`src/rtl/usb_dbg_pkg.sv`:
```
// rtl/usb_dbg_pkg.sv - shared types, constants and helpers for the USB debug status path
package usb_dbg_pkg;

    typedef enum logic [2:0] {
        ST_IDLE = 3'd0,
        ST_REQ  = 3'd1,
        ST_WAIT = 3'd2,
        ST_PUSH = 3'd3,
        ST_GAP  = 3'd4
    } pump_state_e;

    localparam logic [7:0] ASCII_FF = 8'h0C;

    function automatic int clog2(input int value);
        int r;
        r = 0;
        while ((64'd1 << r) < 64'(value)) begin
            r = r + 1;
        end
        return r;
    endfunction

endpackage

```
`src/rtl/usb_byte_fifo.sv`:
```
// rtl/usb_byte_fifo.sv - first-word-fall-through byte FIFO with async active-low reset
module usb_byte_fifo
    import usb_dbg_pkg::*;
#(
    parameter int DEPTH = 4,
    parameter int WIDTH = 8
) (
    input  logic             clk_i,
    input  logic             rst_ni,
    input  logic             push_i,
    input  logic [WIDTH-1:0] wdata_i,
    input  logic             pop_i,
    output logic [WIDTH-1:0] rdata_o,
    output logic             full_o,
    output logic             empty_o
);

    localparam int AW = clog2(DEPTH);

    logic [WIDTH-1:0] mem_q [DEPTH];
    logic [AW:0]      wr_ptr_q;
    logic [AW:0]      rd_ptr_q;
    logic             do_push;
    logic             do_pop;

    assign empty_o = (wr_ptr_q == rd_ptr_q);
    assign full_o  = (wr_ptr_q[AW-1:0] == rd_ptr_q[AW-1:0]) && (wr_ptr_q[AW] != rd_ptr_q[AW]);
    assign do_pop  = pop_i && !empty_o;
    // A full FIFO still accepts a write when the head leaves in the same cycle.
    assign do_push = push_i && (!full_o || do_pop);
    assign rdata_o = empty_o ? '0 : mem_q[rd_ptr_q[AW-1:0]];

    always_ff @(posedge clk_i or negedge rst_ni) begin
        if (!rst_ni) begin
            wr_ptr_q <= '0;
            rd_ptr_q <= '0;
        end else begin
            if (do_push) wr_ptr_q <= wr_ptr_q + 1'b1;
            if (do_pop)  rd_ptr_q <= rd_ptr_q + 1'b1;
        end
    end

    always_ff @(posedge clk_i) begin
        if (do_push) mem_q[wr_ptr_q[AW-1:0]] <= wdata_i;
    end

endmodule

```
`src/rtl/usb_status_pump.sv`:
```
// rtl/usb_status_pump.sv - paces annunciator frame fetches into a byte FIFO drained by the UART
module usb_status_pump
    import usb_dbg_pkg::*;
#(
    parameter int FRAME_BYTES    = 320,
    parameter int REFRESH_CYCLES = 4800000,
    parameter int FIFO_DEPTH     = 4,
    parameter int DV_TIMEOUT     = 7
) (
    input  logic       clk48,
    input  logic       rst_n,
    input  logic       enable,
    input  logic       force_refresh,
    input  logic       clear_err,
    output logic       ann_inc,
    input  logic [7:0] ann_q,
    input  logic       ann_dv,
    output logic [7:0] tx_data,
    output logic       tx_valid,
    input  logic       tx_ready,
    output logic       busy,
    output logic       frame_done,
    output logic       dv_timeout_err
);

    localparam int CW = clog2(FRAME_BYTES + 1);
    localparam int RW = clog2(REFRESH_CYCLES);
    localparam int TW = clog2(DV_TIMEOUT + 1);
    localparam logic [CW-1:0] FRAME_LEN = CW'(FRAME_BYTES);
    localparam logic [RW-1:0] RFR_LAST  = RW'(REFRESH_CYCLES - 1);
    localparam logic [TW-1:0] TMO_LAST  = TW'(DV_TIMEOUT - 1);

    pump_state_e   state_q;
    logic [RW-1:0] rfr_q, rfr_d;
    logic          pending_q;
    logic [CW-1:0] count_q;
    logic [TW-1:0] tmr_q;
    logic [7:0]    byte_q;
    logic          ann_inc_q, busy_q, frame_done_q, err_q;
    logic          rfr_wrap, frame_start;
    logic          fifo_full, fifo_empty, fifo_push;

    assign rfr_wrap    = (rfr_q == RFR_LAST);
    assign rfr_d       = rfr_wrap ? '0 : rfr_q + 1'b1;
    assign frame_start = (state_q == ST_IDLE) && enable && pending_q && !fifo_full;
    assign fifo_push   = (state_q == ST_PUSH);

    always_ff @(posedge clk48 or negedge rst_n) begin
        if (!rst_n) begin
            rfr_q     <= '0;
            pending_q <= 1'b0;
        end else begin
            rfr_q <= rfr_d;
            if (rfr_wrap || force_refresh) pending_q <= 1'b1;
            else if (frame_start)          pending_q <= 1'b0;
        end
    end

    // tmr_q counts cycles since the inc strobe; a byte is still accepted on the last allowed cycle.
    always_ff @(posedge clk48 or negedge rst_n) begin
        if (!rst_n) begin
            state_q      <= ST_IDLE;
            count_q      <= '0;
            tmr_q        <= '0;
            byte_q       <= '0;
            ann_inc_q    <= 1'b0;
            busy_q       <= 1'b0;
            frame_done_q <= 1'b0;
            err_q        <= 1'b0;
        end else begin
            ann_inc_q    <= 1'b0;
            frame_done_q <= 1'b0;
            if (clear_err) err_q <= 1'b0;
            case (state_q)
                ST_IDLE: begin
                    if (frame_start) begin
                        state_q   <= ST_REQ;
                        count_q   <= '0;
                        busy_q    <= 1'b1;
                        ann_inc_q <= 1'b1;
                    end
                end
                ST_REQ: begin
                    state_q <= ST_WAIT;
                    tmr_q   <= TW'(1);
                end
                ST_WAIT: begin
                    if (ann_dv) begin
                        byte_q  <= ann_q;
                        state_q <= ST_PUSH;
                    end else if (tmr_q == TMO_LAST) begin
                        err_q   <= 1'b1;
                        busy_q  <= 1'b0;
                        state_q <= ST_IDLE;
                    end else begin
                        tmr_q <= tmr_q + 1'b1;
                    end
                end
                ST_PUSH: begin
                    count_q <= count_q + 1'b1;
                    if (count_q + 1'b1 == FRAME_LEN) begin
                        frame_done_q <= 1'b1;
                        busy_q       <= 1'b0;
                        state_q      <= ST_IDLE;
                    end else if (!enable) begin
                        busy_q  <= 1'b0;
                        state_q <= ST_IDLE;
                    end else begin
                        state_q <= ST_GAP;
                    end
                end
                ST_GAP: begin
                    if (!enable) begin
                        busy_q  <= 1'b0;
                        state_q <= ST_IDLE;
                    end else if (!fifo_full) begin
                        state_q   <= ST_REQ;
                        ann_inc_q <= 1'b1;
                    end
                end
                default: state_q <= ST_IDLE;
            endcase
        end
    end

    usb_byte_fifo #(
        .DEPTH (FIFO_DEPTH),
        .WIDTH (8)
    ) u_fifo (
        .clk_i   (clk48),
        .rst_ni  (rst_n),
        .push_i  (fifo_push),
        .wdata_i (byte_q),
        .pop_i   (tx_valid && tx_ready),
        .rdata_o (tx_data),
        .full_o  (fifo_full),
        .empty_o (fifo_empty)
    );

    assign tx_valid       = !fifo_empty;
    assign ann_inc        = ann_inc_q;
    assign busy           = busy_q;
    assign frame_done     = frame_done_q;
    assign dv_timeout_err = err_q;

endmodule
```
`config.mk`:
```
export PLATFORM = sky130hd
export DESIGN_NAME = usb_status_pump
export DESIGN_NICKNAME = d
export VERILOG_FILES = /design/src/rtl/usb_dbg_pkg.sv /design/src/rtl/usb_byte_fifo.sv /design/src/rtl/usb_status_pump.sv
export SDC_FILE = /design/constraint.sdc
export NUM_CORES = 1
export LEC_CHECK = 0
export CAP_MARGIN = 25
export CORE_ASPECT_RATIO = 1.5
export CORE_MARGIN = 3
export CORE_UTILIZATION = 50
export CTS_BUF_LIST = sky130_fd_sc_hd__clkbuf_4
export DETAILED_ROUTE_END_ITERATION = 8
export DONT_BUFFER_PORTS = 1
export PLACE_DENSITY = 0.7
export REMOVE_ABC_BUFFERS = 1
export SLEW_MARGIN = 20
export SYNTH_ARGS = -nofsm -noshare
export SYNTH_HDL_FRONTEND = slang
export SYNTH_SLANG_ARGS = --single-unit
```
`constraint.sdc`:
```
create_clock -name clk48 -period 1.7 [get_ports clk48]
set_input_delay 0.34 -clock clk48 [delete_from_list [all_inputs] [get_ports clk48]]
set_output_delay 0.34 -clock clk48 [all_outputs]
set_load 0.01 [all_outputs]
```
==> results.yml <==
sta:
  setup_violations: 58
  hold_violations: 0
  final-max-slew-violation-count: 0
  fin_crit_ns: 2.065
  fin_skew_ns: 0.01294
  min_period_over_period_pct: 121.5
  fmax_ghz: 0.4843
  finalWorstSetupSlack_ns: -0.3647
  tightest_slew_ns: 0.4171
  max_slew_margin_pct: 72.20
  rsz0062_at_grt: "yes"
worst_hold_path:
  min_from: "enable"
  min_path_cells: 1
  holdCritPathClass: "in -> reg"
  holdPathEnd: "state_q[2]"
pwr:
  powerDensity_nw_per_um2: 1456
  design_power_total_uw: 7600
  clockPowerShare_pct: 16.8
  power_frac_comb_pct: 41.2
  seq_power_share_pct: 42.0
  p_int_uw: 4903
  peakVddDrop_v: 0.0007369
  p_sw_share_pct: 35.48
  leakage_uw: 0.002076
  netSwitchingPower_uw: 2697
global_route:
  grt.total_usage_pct: 20.46
  grt_max_degree: 58
  grt_remaining_overflow: 0
  antenna_found_initial: 0
  grt_pass1_vias: 2907
  grt_first_pass_wirelength_um: 14790
setup_path:
  cp-end-kind: "primary output"
  crit_required_ns: 1.36
  reg2reg_slack_ns: -0.30
  crit_type: "reg -> out"
  crit_fanout: 4
  r2r_start: "rfr_q[20]"
  path_cells: "buf_6 -> mux4_2 -> and2_4"
  worst_setup_path_start_kind: "flip-flop"
  worst-path-buf-inv: 1
  crit_family: "multiplexers"
  critical_path_arrival_ns: 1.72
  r2r-end: "rfr_q[1]"
  reg2regPathDepth: 4
  slowest_delay_ns: 0.52
  crit_slowest_cell: "mux4_2"
status:
  violations: "setup timing"
  outcome: "finished, violations left"
synthesis:
  ys_ff_latch: 89
  synthFlopType: "dfrtp_1"
  syn_inst: 340
  synth.avg_cell_area_um2: 12.26
  synthArstFlopShare_pct: 64.04
  yosys_warnings: 0
  synth-edff-count: 32
  synth_cell_types: 59
  netlist_area_um2: 4168
  seq_area_frac_synth_pct: 57.28
clock_network:
  cts_buffers: 9
  clock_latency_ns: 0.45
  root_buffer: "clkbuf_4"
  cts_tree: "done"
  cts_sinks: 89
  clockBufferDepth: 2
  h-tree-depth: 3
  clkTransAtPathRegs_ns: 0.15
detailed_routing:
  finalWirelength_um: 9348
  first_pass_iters: 4
  vias: 3005
  wire_per_inst_um: 17.98
  drc: 0
  met1_length_um: 3618
  drt-initial-drc-count: 217
  ant_nets: 0
  top_layer_used: "met4"
  met2_length_um: 5011
  viasPerCell: 5.779
  routed-wl-met3_um: 501
floorplanning:
  dieArea_um2: 9490
  pin_count: 28
  die_y_um: 117.8
  num_rows: 40
  initial_core_util_pct: 51.72
  die_w_um: 80.55
  core_um2: 8058
cells_and_area:
  layout_commonest_cell: "dfrtp_1"
  drive_gt1_share_pct: 33.25
  area_growth_pct: 25.22
  final_cell_mix: "dfrtp_1, buf_4, edfxtp_1, nand2_1, xnor2_1"
  antenna_cells: 0
  fin_cells: 520
  final_net_count: 434
placement:
  dp_hpwl_um: 5920
  gp_congestion: 0.8216
  dp_worst_setup_slack_ns: -0.2180
  io_buffers: 0
  place_inst: 479
job:
  drv_cap: 0
[area by class of cell]
class	instances	area [um2]
fillers	619	2839
flip-flops and latches	89	2387
multi-input cells	224	1853
repair buffers	71	636.9
well taps	105	131.4
clock inverters	7	86.33
clock buffers	9	67.56
inverters	15	56.30
[logic make-up after synthesis]
family	count (synthesis)	share of synthesized area, %
multiplexers	22	7.986
adder cells (fa/ha/maj)	9	2.702
flip-flops	89	57.28
AND/OR/NAND/NOR	115	15.40
XOR/XNOR	25	5.254
AO/OA/AOI/OAI	52	8.526
buffers and inverters	28	2.852
[worst max path at each step]
stage | depth (start not counted) | endpoint | startpoint
2_1_floorplan | 4 | u_fifo.mem_q[0][0] | state_q[1]
5_1_grt | 3 | tx_data[5] | u_fifo.rd_ptr_q[0]
4_1_cts | 3 | tx_data[0] | u_fifo.rd_ptr_q[0]
6_report | 3 | tx_data[5] | u_fifo.rd_ptr_q[0]
3_3_place_gp | 4 | rfr_q[1] | rfr_q[18]
3_5_place_dp | 4 | rfr_q[1] | rfr_q[18]
[metrics by stage]
step / instance area, um2 / setup TNS [ns] / util, % / hold slack (ns)
6_report: 5219 / -8.503 / 64.77 / 0.04980
5_1_grt: 5219 / -12.88 / 64.77 / 0.01059
4_1_cts: 5026 / -8.445 / 62.38 / 0.001391
3_5_place_dp: 4602 / -2.643 / 57.11 / 0.04739
3_3_place_gp: 4602 / -2.310 / 57.11 / 0.04728
2_1_floorplan: 4105 / -11.51 / - / 0.04441
[metal layers]
metal	vias up	GRT usage [%]
li1	1397	-
met5	-	0
met1	1510	25.28
met2	83	34.28
met3	15	5.130
met4	0	7.294
[what timing repair did]
action,CTS,global route
hold buffers,11,2
setup endpoints to repair,24,71
hold endpoints to repair,66,2
pin swaps,19,7
buffers inserted,4,6
cloned,1,1
gates resized for setup,37,23
[power by group through the flow]
stage               clock network, uW  registers (uW)  logic, uW
floorplan                           0            3240       1440
global placement                    0            3160       2340
detailed placement                  0            3200       2410
CTS                              1320            3150       2860
global route                     1420            3260       3390
finish                           1280            3190       3130
[Yosys cell counts (3+ instances only)]
library cell / number / area share (%)
and3_1: 3 / 0.45
mux2_2: 10 / 2.7
nor3_1: 7 / 0.84
a41oi_1: 3 / 0.63
xnor2_1: 21 / 4.4
nor4_1: 3 / 0.45
o21ai_0: 10 / 1.2
edfxtp_1: 32 / 23
xor2_1: 4 / 0.84
nand3b_1: 3 / 0.54
nor2_1: 27 / 2.4
inv_1: 15 / 1.4
a31oi_1: 6 / 0.90
ha_1: 9 / 2.7
clkbuf_1: 8 / 0.72
nand4_1: 5 / 0.75
nand2_1: 21 / 1.9
dfrtp_1: 57 / 34
nand3_1: 15 / 1.8
mux2i_1: 4 / 0.96
mux4_2: 8 / 4.3
nor2b_1: 3 / 0.45
and2_1: 11 / 1.7
a22oi_1: 3 / 0.54
a21oi_1: 11 / 1.3
[registers in the layout (all words and copies together) (netlist names)]
name and count:
u_fifo.wr_ptr_q 3, tmr_q 3, state_q 3, pending_q 1, frame_done 1, dv_timeout_err 1
rfr_q 23, count_q 9, ann_inc 1, byte_q 8, u_fifo.mem_q 32, busy 1
u_fifo.rd_ptr_q 3
Note: power is estimated with default switching activity, not from simulation.
